### config.mk
export PLATFORM = sky130hd
export DESIGN_NAME = macro_counter_bank
export DESIGN_NICKNAME = d
export VERILOG_FILES = /design/src/rtl/macro_counter_bank.sv
export SDC_FILE = /design/constraint.sdc
export NUM_CORES = 1
export LEC_CHECK = 0
export ABC_CLOCK_PERIOD_IN_PS = 6800
export BUFFER_PORTS_ARGS = -buffer_cell sky130_fd_sc_hd__buf_4
export CORE_MARGIN = 2
export CORE_UTILIZATION = 50
export DETAILED_ROUTE_END_ITERATION = 7
export HOLD_SLACK_MARGIN = 0.05
export PLACE_DENSITY = 0.77
export SKIP_CTS_REPAIR_TIMING = 1
export SYNTH_ARGS = -nofsm -noshare
export SYNTH_HDL_FRONTEND = slang
export SYNTH_SLANG_ARGS = --single-unit
### constraint.sdc
create_clock -name clk -period 6.8 [get_ports clk]
set_input_delay 1.02 -clock clk [delete_from_list [all_inputs] [get_ports clk]]
set_output_delay 1.02 -clock clk [all_outputs]
set_load 0.02 [all_outputs]
### src/rtl/macro_counter_bank.sv
// macro_counter_bank: multi-channel counter/compare register bank.
// Each channel keeps a counter (cnt) and a reference value (tmp). An accepted
// command clears, loads tmp, increments or captures cnt on one channel and
// produces exactly one registered response carrying the post-op compare result.
//
// Ports:
//   clk, rst_n            clock (rising edge), asynchronous active-low reset
//   in_valid / in_ready   command handshake (in_ready = !out_valid || out_ready)
//   in_chan, in_op, din   target channel, operation (0 CLEAR, 1 LOAD, 2 INC,
//                         3 CAPTURE), operand for LOAD/CAPTURE
//   out_valid / out_ready response handshake
//   out_chan, dout        response channel and value (cnt' if match else tmp')
//   out_match, out_wrap   post-op cnt == tmp, INC carried out of WIDTH bits
//   out_err               channel index was out of range
module macro_counter_bank #(
    parameter int unsigned WIDTH    = 8,
    parameter int unsigned CHANNELS = 4,
    parameter int unsigned STEP     = 1,
    localparam int unsigned CW      = (CHANNELS > 1) ? $clog2(CHANNELS) : 1
) (
    input  logic             clk,
    input  logic             rst_n,
    input  logic             in_valid,
    output logic             in_ready,
    input  logic [CW-1:0]    in_chan,
    input  logic [1:0]       in_op,
    input  logic [WIDTH-1:0] din,
    output logic             out_valid,
    input  logic             out_ready,
    output logic [CW-1:0]    out_chan,
    output logic [WIDTH-1:0] dout,
    output logic             out_match,
    output logic             out_wrap,
    output logic             out_err
);

    localparam logic [1:0] OP_CLEAR   = 2'd0;
    localparam logic [1:0] OP_LOAD    = 2'd1;
    localparam logic [1:0] OP_INC     = 2'd2;
    localparam logic [1:0] OP_CAPTURE = 2'd3;

    // STEP is reduced modulo 2^WIDTH by truncation.
    localparam logic [WIDTH-1:0] STEP_W = WIDTH'(STEP);

    logic [WIDTH-1:0] cnt_q [CHANNELS];
    logic [WIDTH-1:0] tmp_q [CHANNELS];

    logic             accept_c;
    logic             in_range_c;
    logic             wrap_c;
    logic             match_c;
    logic [WIDTH-1:0] cur_cnt_c;
    logic [WIDTH-1:0] cur_tmp_c;
    logic [WIDTH-1:0] new_cnt_c;
    logic [WIDTH-1:0] new_tmp_c;

    // Single output register: a new command may enter whenever the slot
    // is empty or is being drained this cycle.
    assign in_ready   = !out_valid || out_ready;
    assign accept_c   = in_valid && in_ready;
    assign in_range_c = 32'(in_chan) < CHANNELS;

    // Read the addressed channel; out-of-range indices read zero.
    always_comb begin
        cur_cnt_c = '0;
        cur_tmp_c = '0;
        for (int unsigned c = 0; c < CHANNELS; c++) begin
            if (in_chan == CW'(c)) begin
                cur_cnt_c = cnt_q[c];
                cur_tmp_c = tmp_q[c];
            end
        end
    end

    // Post-op channel values and compare result.
    always_comb begin
        new_cnt_c = cur_cnt_c;
        new_tmp_c = cur_tmp_c;
        wrap_c    = 1'b0;
        case (in_op)
            OP_CLEAR:   new_cnt_c = '0;
            OP_LOAD:    new_tmp_c = din;
            OP_INC:     {wrap_c, new_cnt_c} = {1'b0, cur_cnt_c} + {1'b0, STEP_W};
            OP_CAPTURE: new_cnt_c = din;
            default:    new_cnt_c = cur_cnt_c;
        endcase
        match_c = (new_cnt_c == new_tmp_c);
    end

    // Channel state: only the addressed in-range channel is written.
    always_ff @(posedge clk or negedge rst_n) begin
        if (!rst_n) begin
            for (int unsigned c = 0; c < CHANNELS; c++) begin
                cnt_q[c] <= '0;
                tmp_q[c] <= '0;
            end
        end else if (accept_c && in_range_c) begin
            for (int unsigned c = 0; c < CHANNELS; c++) begin
                if (in_chan == CW'(c)) begin
                    cnt_q[c] <= new_cnt_c;
                    tmp_q[c] <= new_tmp_c;
                end
            end
        end
    end

    // Response register: load on accept, retire on out_ready, else hold.
    always_ff @(posedge clk or negedge rst_n) begin
        if (!rst_n) begin
            out_valid <= 1'b0;
            out_chan  <= '0;
            dout      <= '0;
            out_match <= 1'b0;
            out_wrap  <= 1'b0;
            out_err   <= 1'b0;
        end else if (accept_c) begin
            out_valid <= 1'b1;
            out_chan  <= in_chan;
            if (in_range_c) begin
                dout      <= match_c ? new_cnt_c : new_tmp_c;
                out_match <= match_c;
                out_wrap  <= wrap_c;
                out_err   <= 1'b0;
            end else begin
                dout      <= '0;
                out_match <= 1'b0;
                out_wrap  <= 1'b0;
                out_err   <= 1'b1;
            end
        end else if (out_ready) begin
            out_valid <= 1'b0;
        end
    end

endmodule

* Yosys cells after proc, flatten, opt, wreduce, memory -nomap -nowiden
Index checks and enable logic that the tools add are counted.
Cells by class: add/subtract/negate cells 1, muxes and demuxes 14, reductions and logical operators 10, eq/ne operators 7
Operators with widths (number):
- two-way mux 8 bit | 10
- one-hot mux 8 bit (3 select lines) | 1
- adder 8 x 1 -> 9 bit, second input constant | 1
- equality test 2 bit, second input constant | 4
- equality test 8 bit | 1
- AND reduction 2 bit | 4
- equality test 2 x 1 -> 1 bit, second input constant | 2
- logical NOT 2 bit | 2
- two-way mux 1 bit | 3
- nonzero test 2 bit | 1
- logical AND 1 bit | 1
- logical NOT 1 bit | 1
- logical OR 1 bit | 1
Storage, ports and cells: word-level logic and storage cells 45, input port bits 16, bits in registers 77, output and inout port bits 15

* Logic depth before layout (Yosys ltp)
word-level depth 9, mapped depth 10

* Worst setup path before layout
Ideal clock, no wire load.
kind input to register, from input in_chan[0], to register out_match, path buffers 1, data arrival time 2874 ps, setup slack 3822 ps, data required time 6696 ps, cell stages on the path 9, path through buf_6 -> mux4_2 -> ha_1 -> nand2_1 -> xor2_1 -> o22ai_1 -> nor4_2 -> o2111ai_1 -> o41ai_2
Between the ends: longest elaborated chain between the ends 8
RTL lines:
- start, declared | line 25 | input logic [CW-1:0] in_chan,
- logical NOT 2 bit | line 68 | if (in_chan == CW'(c)) begin
- two-way mux 8 bit (4 in series) | line 68
- adder 8 x 1 -> 9 bit | line 83 | OP_INC: {wrap_c, new_cnt_c} = {1'b0, cur_cnt_c} + {1'b0, STEP_W};
- one-hot mux 8 bit (3 select lines) | line 80 | case (in_op)
- equality test 8 bit (*) | line 87 | match_c = (new_cnt_c == new_tmp_c);
- end signal, assigned | line 121 | out_match <= match_c;
- end, declared | line 32 | output logic out_match,
Every way passes the cells marked *; elsewhere a longest branch is shown, timed or not. A chain may end at the register's enable or synchronous reset.

* Worst setup path after layout
Ends and elaborated chain as after synthesis.

==> summary.md <==
| Metric | Value |
|---|---|
| RR Startpoint | out_valid |
| WP data required | 7040 ps |
| Max FO, Critical Path | 24 |
| Area post-placement | 0.004204 mm² |
| RSZ-0062 raised after global routing | no |
| Fin crit share | 45.84% |
| Routed Antenna Nets | 0 |
| Via count | 2900 |
| Drt via density | 5.835 |
| Final Skew | 3.737 ps |
| Num Clock Sinks | 77 |
| Grt total ovfl | 0 |
| Ratio of cells with drive above 1 in the final layout | 20.51% |
| Syn avg cell area | 10.65 µm² |
| Register area | 0.001927 mm² |
| Unique masters post-synth | 46 |
| Cell Rows | 32 |
| Net count, final | 408 |
| H-tree depth | 3 |
| Rel. slew slack | 36.95% |
| DR pass1 iterations | 4 |
| CTS tree | built |
| CTS max path bufs | 2 |
| Layout area overhead | 10.33% |
| Fmax | 320.8 MHz |
| Sink of the worst hold path | cnt_q[16] |
| Crit path DAT | 3360 ps |
| Initial antenna violation count | 0 |
| Yosys warns | 0 |
| Chip Height | 93.15 µm |
| R2R cell count | 5 |
| Ranking of synthesized cells by area | dfrtp_1, mux4_2, nand2_1 |
| R2r endpoint | cnt_q[25] |
| Commonest cells post-synth | dfrtp_1, nand2_1, o21ai_0, nor2_1, a21oi_1 |
| Seq/Total Area, Yosys | 48.49% |
| Placer Congestion | 0.9034 |
| Core Footprint | 0.007727 mm² |
| Synth Instances | 373 |
| Ports | 31 |
| Largest net degree at the start of global routing | 78 |
| Syn_nets | 390 |
| Fin area | 0.004384 mm² |
| Drt initial violations | 150 |
| Routed len/inst | 17.35 µm |
| Multi-input gate area | 0.001902 mm² |
| Clk root buf | clkbuf_8 |
| # port buffers | 29 |
| Minimum clock period | 3117 ps |
| Clock latency on the worst-skew pair | 350 ps |
| Num CTS Buffers | 9 |
| Number of global-route vias before repair | 2825 |
| Slew Viols, Final | 0 |
| Antenna cells | 0 |
| Synth top area share | 48.49% |
| Tot GR Track Use | 22.19% |
| Grt met3 use | 4.432% |
| Ys async rst share | 100.0% |
| Crit path kind | primary input to flop |
| R2R Setup Slk | 4270 ps |
| Die width | 93.15 µm |
| Synthesized area | 0.003974 mm² |
| Actual slew at the worst max-slew pin | 945.8 ps |
| Starting Density | 51.42% |
| First-pass GRT wire length | 14.60 mm |
| Final setup vio count | 0 |
| Post-Route WL | 8.623 mm |
| Most frequent cell after synthesis | dfrtp_1 |
| Post-DP HPWL | 5.749 mm |
| IR drop worst, VDD | 0.1241 mV |
| Critical Path Sink Type | flop |
| Met2 usage | 34.48% |
| Number of fill cells | 657 |
| Final Hold Viols | 0 |
| # DRC | 0 |
| Register bit total from synthesis | 77 |
| Cell count after placement | 482 |
| Hold Startpoint | cnt_q[16] |
| Tightest Hold Check Type | flop to flop |
| Busiest grt layer | met2 |
| Setup TNS | 0 ps |
| Non-filler cells, final | 497 |
| Max Cap Viol | 0 |
| Die area | 0.008677 mm² |
| Leak | 1.969 nW |
| Ys flop type | dfrtp_1 |
| Worst Hold Depth | 2 |
| Post-synth EDFFs | 0 |
| Nature of the critical path startpoint | primary input |
| Reg clk slew, reported paths | 80 ps |
| Status | finished clean |
| Met1 usage | 30.19% |
| Synth area leader | dfrtp_1 |
| P per Cell Area | 318.2 mW/mm² |
[placed cells by master (no fill, tap or decap), drive strengths merged, types with 2 or more instances in the layout]
cell    synthesis  layout
a21oi          17      17
a31oi           2       2
buf            12      32
clkbuf         13      10
clkinv          1       4
dfrtp          77      77
mux2           15      15
mux2i          13      13
mux4           18      18
nand2          71      71
nand2b          4       4
nand3           4       4
nand4           2       2
nor2           25      25
nor3            2       2
nor3b           2       2
o211ai          2       2
o21ai          55      55
o22ai           3       3
xnor2           9       9
xor2            9       9
[metrics by stage]
step                setup WS, ps  hold slack, ps   power, W  util, %
floorplan                   3822           441.6  0.0009493        -
global placement            3432           453.3   0.001050    54.40
detailed placement          3334           466.6   0.001073    54.40
CTS                         3698           483.2   0.001403    56.74
global route                3593           513.5   0.001483    56.74
finish                      3683           478.5   0.001395    56.74
[how the worst max path moves through the flow]
| stage | startpoint | end | cells after the start |
|---|---|---|---|
| 4_1_cts | in_chan[0] | out_match | 9 |
| 3_5_place_dp | in_chan[0] | out_match | 9 |
| 5_1_grt | in_chan[0] | out_match | 9 |
| 6_report | in_chan[0] | out_match | 9 |
| 3_3_place_gp | in_chan[0] | out_match | 9 |
| 2_1_floorplan | in_chan[0] | out_match | 9 |
[worst max-delay path, stage by stage]
cell       delay (ps)
buf_4             350
mux4_2            620
ha_1              240
and2_1            180
nand2_1            90
xor2_1            230
mux2i_1           210
o2111ai_1         160
o41ai_2           250
[flip-flops by register name, indices dropped and copies added, names as in the netlist]
name	flops
out_valid	1
cnt_q	32
out_chan	2
tmp_q	32
out_match	1
out_wrap	1
dout	8
[cell type report]
type / count / area share [%]
flip-flops and latches: 77 / 43.95
inverters: 2 / 0.1712
well taps: 102 / 2.911
clock buffers: 10 / 2.911
repair buffers: 32 / 5.479
multi-input cells: 269 / 43.38
clock inverters: 5 / 1.199
[cell families (layout without fill, tap and decap cells)]
group	count (synthesis)	in the layout	synth area share (%)
AND/OR/NAND/NOR	115	115	12.41
buffers and inverters	27	49	3.778
multiplexers	46	46	18.39
flip-flops	77	77	48.49
AO/OA/AOI/OAI	88	88	12.56
XOR/XNOR	18	18	3.967
other	1	1	0.09437
adder cells (fa/ha/maj)	1	1	0.3148
[power by group]
part	switching, W	leakage (nW)	internal, W
Sequential	0.0000626	0.970	0.000579
Clock	0.000164	0.0919	0.000166
Combinational	0.000233	0.907	0.000192
[metal layers]
metal	wire length, µm	up-vias
met3	444	21
met4	266	0
li1	-	1354
met2	4017	98
met5	0	-
met1	3895	1427
Note: power is estimated with default switching activity, not from simulation.
